**src/rtl/fetch_queue.sv**
```systemverilog
`default_nettype none
// ============================================================================
//  Module      : fetch_queue
//  Description : Instruction fetch stage. Issues sequential word-aligned reads
//                to instruction memory, buffers in-order responses as
//                {pc, insn} pairs in a small FIFO and hands them to decode.
//                Redirects flush the FIFO and discard responses in flight.
//  Revision    : 1.0 - initial release
// ============================================================================
module fetch_queue #(
    parameter int                AWIDTH   = 32,
    parameter int                DWIDTH   = 32,
    parameter logic [AWIDTH-1:0] BASEADDR = 32'h0100_0000,
    parameter int                DEPTH    = 2
) (
    input  logic              clk,
    input  logic              rst,
    output logic              req_valid_o,
    output logic [AWIDTH-1:0] req_addr_o,
    input  logic              req_ready_i,
    input  logic              resp_valid_i,
    input  logic [DWIDTH-1:0] resp_data_i,
    input  logic              redirect_i,
    input  logic [AWIDTH-1:0] redirect_pc_i,
    output logic              valid_o,
    input  logic              ready_i,
    output logic [DWIDTH-1:0] insn_o,
    output logic [AWIDTH-1:0] pc_o
);

    // DEPTH is restricted to 2 or 4, so pointers are 1 or 2 bits and wrap
    // naturally modulo DEPTH.
    localparam int c_PTR_W = (DEPTH > 2) ? 2 : 1;
    localparam int c_CNT_W = c_PTR_W + 1;
    localparam int c_OCC_W = c_CNT_W + 1;

    // Per-entry state encoding
    localparam logic [1:0] c_FREE     = 2'd0;
    localparam logic [1:0] c_RESERVED = 2'd1;
    localparam logic [1:0] c_FILLED   = 2'd2;

    localparam logic [AWIDTH-1:0] c_ALIGN_MASK = ~AWIDTH'(3);

    logic [1:0]         r_state [DEPTH];
    logic [AWIDTH-1:0]  r_pc    [DEPTH];
    logic [DWIDTH-1:0]  r_insn  [DEPTH];
    logic [c_PTR_W-1:0] r_head;
    logic [c_PTR_W-1:0] r_tail;
    logic [c_PTR_W-1:0] r_fill_ptr;     // oldest RESERVED entry
    logic [c_CNT_W-1:0] r_drop_cnt;     // responses still owed to a flushed stream
    logic [AWIDTH-1:0]  r_fetch_pc;

    logic [c_CNT_W-1:0] w_n_reserved;
    logic [c_CNT_W-1:0] w_n_filled;
    logic [c_OCC_W-1:0] w_occupancy;
    logic               w_issue;
    logic               w_head_filled;
    logic               w_dequeue;
    logic               w_resp_drop;
    logic               w_resp_fill;
    logic               w_resp_taken;

    // Count entries waiting for data and entries holding data
    always_comb begin
        w_n_reserved = '0;
        w_n_filled   = '0;
        for (int i = 0; i < DEPTH; i++) begin
            if (r_state[i] == c_RESERVED) begin
                w_n_reserved = w_n_reserved + c_CNT_W'(1);
            end
            if (r_state[i] == c_FILLED) begin
                w_n_filled = w_n_filled + c_CNT_W'(1);
            end
        end
    end

    // Pending drops still occupy capacity: their responses have not arrived
    // yet, so issuing more would exceed the outstanding-request limit.
    assign w_occupancy = c_OCC_W'(w_n_reserved) + c_OCC_W'(w_n_filled)
                       + c_OCC_W'(r_drop_cnt);

    // Capacity is judged on registered state only; a dequeue this cycle does
    // not open a slot until the next cycle.
    assign req_valid_o = rst & ~redirect_i & (w_occupancy < c_OCC_W'(DEPTH));
    assign req_addr_o  = r_fetch_pc;
    assign w_issue     = req_valid_o & req_ready_i;

    // A response either pays off a pending drop or fills the oldest
    // reservation; with neither pending it is ignored.
    assign w_resp_drop  = resp_valid_i & (r_drop_cnt != '0);
    assign w_resp_fill  = resp_valid_i & (r_drop_cnt == '0) & (w_n_reserved != '0);
    assign w_resp_taken = w_resp_drop | w_resp_fill;

    assign w_head_filled = (r_state[r_head] == c_FILLED);
    assign w_dequeue     = w_head_filled & ready_i;

    assign valid_o = w_head_filled;
    assign insn_o  = w_head_filled ? r_insn[r_head] : '0;
    assign pc_o    = w_head_filled ? r_pc[r_head]   : '0;

    // Control state: pointers, entry states, drop counter and fetch PC
    always_ff @(posedge clk) begin
        if (!rst) begin
            r_fetch_pc <= BASEADDR & c_ALIGN_MASK;
            r_head     <= '0;
            r_tail     <= '0;
            r_fill_ptr <= '0;
            r_drop_cnt <= '0;
            for (int i = 0; i < DEPTH; i++) begin
                r_state[i] <= c_FREE;
            end
        end else if (redirect_i) begin
            // Every in-flight reservation becomes a drop; a response arriving
            // right now is already one of those and is discarded here.
            r_fetch_pc <= redirect_pc_i & c_ALIGN_MASK;
            r_head     <= '0;
            r_tail     <= '0;
            r_fill_ptr <= '0;
            r_drop_cnt <= r_drop_cnt + w_n_reserved
                        - (w_resp_taken ? c_CNT_W'(1) : c_CNT_W'(0));
            for (int i = 0; i < DEPTH; i++) begin
                r_state[i] <= c_FREE;
            end
        end else begin
            if (w_issue) begin
                r_state[r_tail] <= c_RESERVED;
                r_tail          <= r_tail + c_PTR_W'(1);
                r_fetch_pc      <= r_fetch_pc + AWIDTH'(4);
            end
            if (w_resp_drop) begin
                r_drop_cnt <= r_drop_cnt - c_CNT_W'(1);
            end
            if (w_resp_fill) begin
                r_state[r_fill_ptr] <= c_FILLED;
                r_fill_ptr          <= r_fill_ptr + c_PTR_W'(1);
            end
            if (w_dequeue) begin
                r_state[r_head] <= c_FREE;
                r_head          <= r_head + c_PTR_W'(1);
            end
        end
    end

    // Payload storage; validity is carried entirely by r_state
    always_ff @(posedge clk) begin
        if (w_issue) begin
            r_pc[r_tail] <= r_fetch_pc;
        end
        if (w_resp_fill && rst && !redirect_i) begin
            r_insn[r_fill_ptr] <= resp_data_i;
        end
    end

endmodule
`default_nettype wire

```
**config.mk**
```make
export PLATFORM = sky130hd
export DESIGN_NAME = fetch_queue
export DESIGN_NICKNAME = d
export VERILOG_FILES = /design/src/rtl/fetch_queue.sv
export SDC_FILE = /design/constraint.sdc
export NUM_CORES = 1
export LEC_CHECK = 0
export ABC_AREA = 1
export CAP_MARGIN = 10
export CORE_MARGIN = 1
export CORE_UTILIZATION = 46
export CTS_CLUSTER_DIAMETER = 60
export DETAILED_ROUTE_END_ITERATION = 16
export PLACE_DENSITY = 0.74
export RECOVER_POWER = 25
export SETUP_SLACK_MARGIN = 0.4
export SYNTH_ARGS = -nofsm -noshare
export SYNTH_HDL_FRONTEND = slang
export SYNTH_SLANG_ARGS = --single-unit
```
**constraint.sdc**
```tcl
create_clock -name clk -period 7.6 [get_ports clk]
set_clock_uncertainty 0.1 [all_clocks]
set_input_delay 1.52 -clock clk [delete_from_list [all_inputs] [get_ports clk]]
set_output_delay 1.52 -clock clk [all_outputs]
set_load 0.01 [all_outputs]
```
; ---- Word-level counts from Yosys, hierarchy flattened
; Memories as Yosys holds them, arrays and structs flattened. A register that Yosys moved wholly into a read port is not among the register bits.
; Index checks and enable logic that the tools add are counted.
[totals]
register_bits = 37
in_bits = 70
memories = 3
output_inout_bits = 98
ramBits = 132
[mem_list]
columns = name, depth, word_bits, read_ports, rd_clocked_by_memory_dff, wr, line_no
row1 = r_insn, 2, 32, 1, 1, 1, 46  ; logic [DWIDTH-1:0] r_insn [DEPTH];
row2 = r_pc, 2, 32, 1, 1, 1, 45  ; logic [AWIDTH-1:0] r_pc [DEPTH];
row3 = r_state, 2, 2, 3, 1, 3, 44  ; logic [1:0] r_state [DEPTH];
[classes]
order_cmp = 1
bitwise = 12
n_eq_ne = 5
addsub = 11
muxes = 44
n_reduce_logical = 11
[ops]
columns = operator, count
row1 = $mux W32, 4
row2 = $add A32 B3 Y32 const B, 1
row3 = $mux W1, 32
row4 = $mux W2, 8
row5 = $reduce_bool A2 Y1, 4
row6 = $and A1 B1 Y1, 7
row7 = $eq A2 B2 Y1 const B, 3
row8 = $reduce_or A2 Y1, 3
row9 = $add A2 B1 Y2 const B, 2
row10 = $eq A2 B1 Y1 const B, 2
row11 = $add A1 B1 Y1 const B, 3
row12 = $add A2 B2 Y3, 1
row13 = $add A3 B2 Y3, 1
row14 = $lt A3 B2 Y1 const B, 1
row15 = $or A1 B1 Y1, 3
row16 = $add A2 B2 Y2, 1
row17 = $logic_and A1 B1 Y1, 2
row18 = $logic_not A2 Y1, 1
row19 = $not A1 Y1, 2
row20 = $sub A2 B1 Y2, 1
row21 = $sub A2 B1 Y2 const B, 1
row22 = $logic_not A1 Y1, 1

; ---- Logic depth before layout (Yosys ltp)
; An unclocked memory read counts as a cell.
[logic_depth]
depth_word = 16
mapped_depth = 19
mapped_depth_nobuf = 18

; ---- Worst setup path before layout
; OpenSTA, ideal clock, no wires.
[synth_timing]
path_kind = input to register
from = input port resp_valid_i
to = memory r_insn[0][0], enable pin
required_time_ns = 7.034
setup_slack_ns = 2.910
setup_ns = 0.466
n_path_buf = 0
t_arrival_ns = 4.125
cell_stages = 4
cell_sequence = inv_1 nor3_1 inv_1 nor3_1
[synth_between]
elab_chain_cells = 6
[synth_lines]
columns = element, line_no
row1 = from (decl), 21  ; input logic resp_valid_i,
row2 = $and A1 B1 Y1 (2 in a row), 91  ; assign w_resp_fill = resp_valid_i & (r_drop_cnt == '0) & (w_n_reserved != '0);
row3 = $logic_and A1 B1 Y1 (2 in a row), 149  ; if (w_resp_fill && rst && !redirect_i) begin
row4 = $mux W1, 149
row5 = $mux W1 (not written as such), 150  ; r_insn[r_fill_ptr] <= resp_data_i;
row6 = to (decl), 46
; Every way passes these cells.

; ---- Worst setup path in the final report
[layout_timing]
from = input port redirect_i
to = output port req_valid_o
[layout_between]
elab_chain_cells = 3
[layout_lines]
columns = element, line_no
row1 = from (decl), 23  ; input logic redirect_i,
row2 = $not A1 Y1, 84  ; assign req_valid_o = rst & ~redirect_i & (w_occupancy < c_OCC_W'(DEPTH));
row3 = $and A1 B1 Y1 (2 in a row), 84
row4 = to (decl), 18  ; output logic req_valid_o,
; Every way passes these cells.

==> flow_metrics.py <==
metrics = {
    "floorplan": {
        "design.portCount": 168,
        "area_inside_the_core_boundary_um2": 15400,
        "rows": 45,
        "initial_core_util_pct": 47.9,
        "floorplan.die.width_um": 129,
        "die_area_um2": 16600,
        "die_span_y_um": 129,
    },
    "clocking": {
        "post_cts_hold_buffer_count": 0,
        "clockBufferDepth": 2,
        "cts_tree": "done",
        "cts-resized-gates": 0,
        "clock_tree.htree_level_count": 4,
        "cts_num_sinks": 164,
        "clock_pin_slew_reported_for_the_worst_setup_and_hold_paths_after_clock_tree_synthesis_ns": 0.06,
        "clkLatencyLatePin_ns": 0.44,
        "cts_root_buf": "sky130_fd_sc_hd__clkbuf_16",
        "postCtsSetupBuffers": 0,
        "tritoncts.num_buffers": 17,
    },
    "drt": {
        "detailroute.via_count": 5789,
        "vias_per_cell": 4.98,
        "drc": 0,
        "antenna_violation_net_count_after_detailed_routing": 0,
        "number_of_design_rule_violations_left_by_the_first_detailed_router_iteration": 386,
        "routed_wl_um": 17400,
        "wl_per_cell_um": 15.0,
        "drtPass1Iterations": 5,
    },
    "finish": {
        "fin_nets": 1020,
        "filler_cell_count": 1255,
        "drive_gt1_share_pct": 5.67,
        "inserted_diodes": 0,
        "postLayoutCoreUtil_pct": 62.8,
        "most-common-layout-cells": "sky130_fd_sc_hd__nand2_1, sky130_fd_sc_hd__clkdlybuf4s50_1, sky130_fd_sc_hd__edfxtp_1",
        "layout.cells.most_common": "sky130_fd_sc_hd__nand2_1",
        "area_delta_synth_final_pct": 31.1,
    },
    "timing": {
        "timing.final.crit_share_pct": 71.4,
        "unrepaired_setup_endpoints_after_global_routing": "false",
        "worst_slew_margin_rel_pct": 25.0,
        "timing.fmax_mhz": 184,
        "finalCriticalPeriod_ns": 5.43,
        "fin_tns_setup_ns": 0,
        "final-max-slew-violation-count": 0,
        "final_hold_viol_count": 0,
        "worst-slew-pin-transition_ns": 1.13,
        "setup_viol_count_final": 0,
    },
    "outcome": {
        "run_status": "complete, no violations",
    },
    "critical_path": {
        "crit_path_max_fanout": 28,
        "critical-path-max-stage-delay_ns": 1.17,
        "worstSetupStartpoint": "redirect_i",
        "slowest_stage": "sky130_fd_sc_hd__clkdlybuf4s50_1",
        "arrival_ns": 3.81,
        "regToRegStartpoint": "r_state[0][0]",
        "path_class": "input port to output pin",
        "critPathMostFrequentCell": "sky130_fd_sc_hd__clkdlybuf4s50_1",
        "cp-start-kind": "input port",
        "crit_path_end_kind": "output pin",
        "critical_path.cell_chain": "clkdlybuf4s50_1 -> clkinv_4 -> nand2_4 -> nor2_4 -> nand2_1 -> inv_1 -> clkdlybuf4s50_1",
        "worst_ep_required_time_ns": 5.98,
        "critical_path.top_delay_family": "buffers and inverters",
        "timing.critical_path.buf_inv": 4,
    },
    "global_routing": {
        "grt_pass1_vias": 5325,
        "grt_max_degree": 63,
        "grt_antenna_before_repair": 0,
        "grt_use_total_pct": 21.8,
        "globalRouteOverflowTotal": 0,
        "grt_first_pass_wirelength_um": 27000,
    },
    "pwr": {
        "static-leakage-power_nw": 3.61,
        "clock_power_share_pct": 40.9,
        "power_density_cells_nw_per_um2": 207,
        "switching_share_pct": 23.6,
        "combPwrFrac_pct": 8.3,
        "cell_internal_pwr_mw": 1.53,
        "power_frac_seq_pct": 50.8,
        "total_switching_power_uw": 473,
        "peakVddDrop_mv": 0.163,
    },
    "synth": {
        "synth_enable_flop_cells": 124,
        "synth-seq-area-share_pct": 61.3,
        "yosys_warnings": 0,
        "synth.largest_area_cell": "sky130_fd_sc_hd__edfxtp_1",
        "ys_types": 35,
        "synth.avg_cell_area_um2": 9.37,
        "syn_inst": 788,
        "synth_async_reset_ratio_pct": 0,
        "post_synth_instance_area_um2": 7380,
        "post-synth-top-area-fraction_pct": 50.4,
        "dominantRegCellSynth": "sky130_fd_sc_hd__edfxtp_1",
        "synth_top_cells_by_area": "sky130_fd_sc_hd__edfxtp_1, sky130_fd_sc_hd__nand2_1, sky130_fd_sc_hd__dfxtp_1, sky130_fd_sc_hd__a21oi_1, sky130_fd_sc_hd__nor2_1",
        "postSynthRegisterBits": 164,
    },
    "place": {
        "port-buffer-count": 161,
        "hpwlAfterDp_um": 11500,
        "routability_congestion_estimate_from_global_placement": 0.873,
    },
    "hold_path": {
        "min_path_type": "register to register",
        "min-delay-start": "r_state[0][1]",
    },
    "flow_run": {
        "max_cap_violations": 0,
    },
}
## logic make-up after synthesis
family	count (synthesis)	synth area share, %
AND/OR/NAND/NOR	373	20.3
flip-flops	164	61.3
AO/OA/AOI/OAI	129	9.05
buffers and inverters	99	6.02
XOR/XNOR	11	1.30
adder cells (fa/ha/maj)	11	1.97
other	1	0.0508
## layout make-up
cell class	count	area, um^2	area share, %
clock buffers	18	429	4.43
clock inverters	14	140	1.45
inverters	64	250	2.58
multi-input cells	528	2440	25.2
flip-flops and latches	164	4530	46.7
well taps	211	264	2.73
repair buffers	164	1630	16.9
## synthesized netlist by cell type, types with 2 or more instances
cell type and n:
sky130_fd_sc_hd__buf_6 5, sky130_fd_sc_hd__buf_2 8, sky130_fd_sc_hd__a21oi_1 94, sky130_fd_sc_hd__dfxtp_1 40, sky130_fd_sc_hd__nand2_2 2, sky130_fd_sc_hd__nand3_1 28, sky130_fd_sc_hd__inv_1 58, sky130_fd_sc_hd__nor2_4 3
sky130_fd_sc_hd__nor3_1 8, sky130_fd_sc_hd__clkbuf_1 18, sky130_fd_sc_hd__nor2_2 4, sky130_fd_sc_hd__inv_2 4, sky130_fd_sc_hd__nor2_1 61, sky130_fd_sc_hd__ha_1 10, sky130_fd_sc_hd__o21ai_0 23, sky130_fd_sc_hd__buf_4 4
sky130_fd_sc_hd__xor2_1 10, sky130_fd_sc_hd__nand4_1 2, sky130_fd_sc_hd__a31oi_1 5, sky130_fd_sc_hd__nand2_1 263, sky130_fd_sc_hd__edfxtp_1 124
## per-stage QoR
step           hold WS (ns)  cell area (um^2)  power (mW)  cells  setup WS (ns)
4_1_cts               0.381              9680        2.02   1163           2.14
6_report              0.383              9680        2.00   1163           2.17
5_1_grt               0.426              9680        2.08   1163           2.00
3_5_place_dp          0.382              9110        1.20   1131           2.15
3_3_place_gp          0.366              9110        1.20   1131           2.17
2_1_floorplan         0.352              7390        1.11    791           2.91
## routing by layer
layer / track usage, % / up-vias / part of all wire, %
li1: - / 2913 / -
met1: 28.5 / 2624 / 44
met2: 34.8 / 219 / 47
met3: 5.36 / 33 / 7.5
met4: 9.00 / 0 / 1.9
met5: 0 / - / 0
## worst paths after layout
| kind | end | slack, ns | depth (start not counted) |
|---|---|---|---|
| setup / recovery | req_valid_o | 2.17 | 7 |
| hold / removal | r_state[0][1] | 0.38 | 2 |
| setup reg to reg | r_state[1][1] | 4.08 | 15 |
| hold reg to reg | r_state[0][1] | 0.38 | 2 |
## worst register-to-register path, delay by kind of cell (launching register included)
| kind | cells | cell delay [ns] |
|---|---|---|
| and+or+nand+nor | 7 | 1.69 |
| adders and majority gates | 3 | 0.90 |
| DFF | 1 | 0.35 |
| buffers and inverters | 4 | 0.21 |
| AOI/OAI and AO/OA | 1 | 0.17 |
## flip-flops by register name, summed over array words and instances, names as in the netlist, named ones only
signal      cells
r_head          1
r_state         4
r_pc           60
r_fill_ptr      1
r_insn         64
r_drop_cnt      2
r_tail          1
req_addr_o     30
## power by group through the flow
stage / Clock [mW] / Combinational [mW] / Sequential, mW
finish: 0.820 / 0.166 / 1.02
global route: 0.872 / 0.185 / 1.02
CTS: 0.834 / 0.169 / 1.02
detailed placement: 0 / 0.167 / 1.04
global placement: 0 / 0.164 / 1.04
floorplan: 0 / 0.0836 / 1.03
Power figures use the tool's default switching activity.
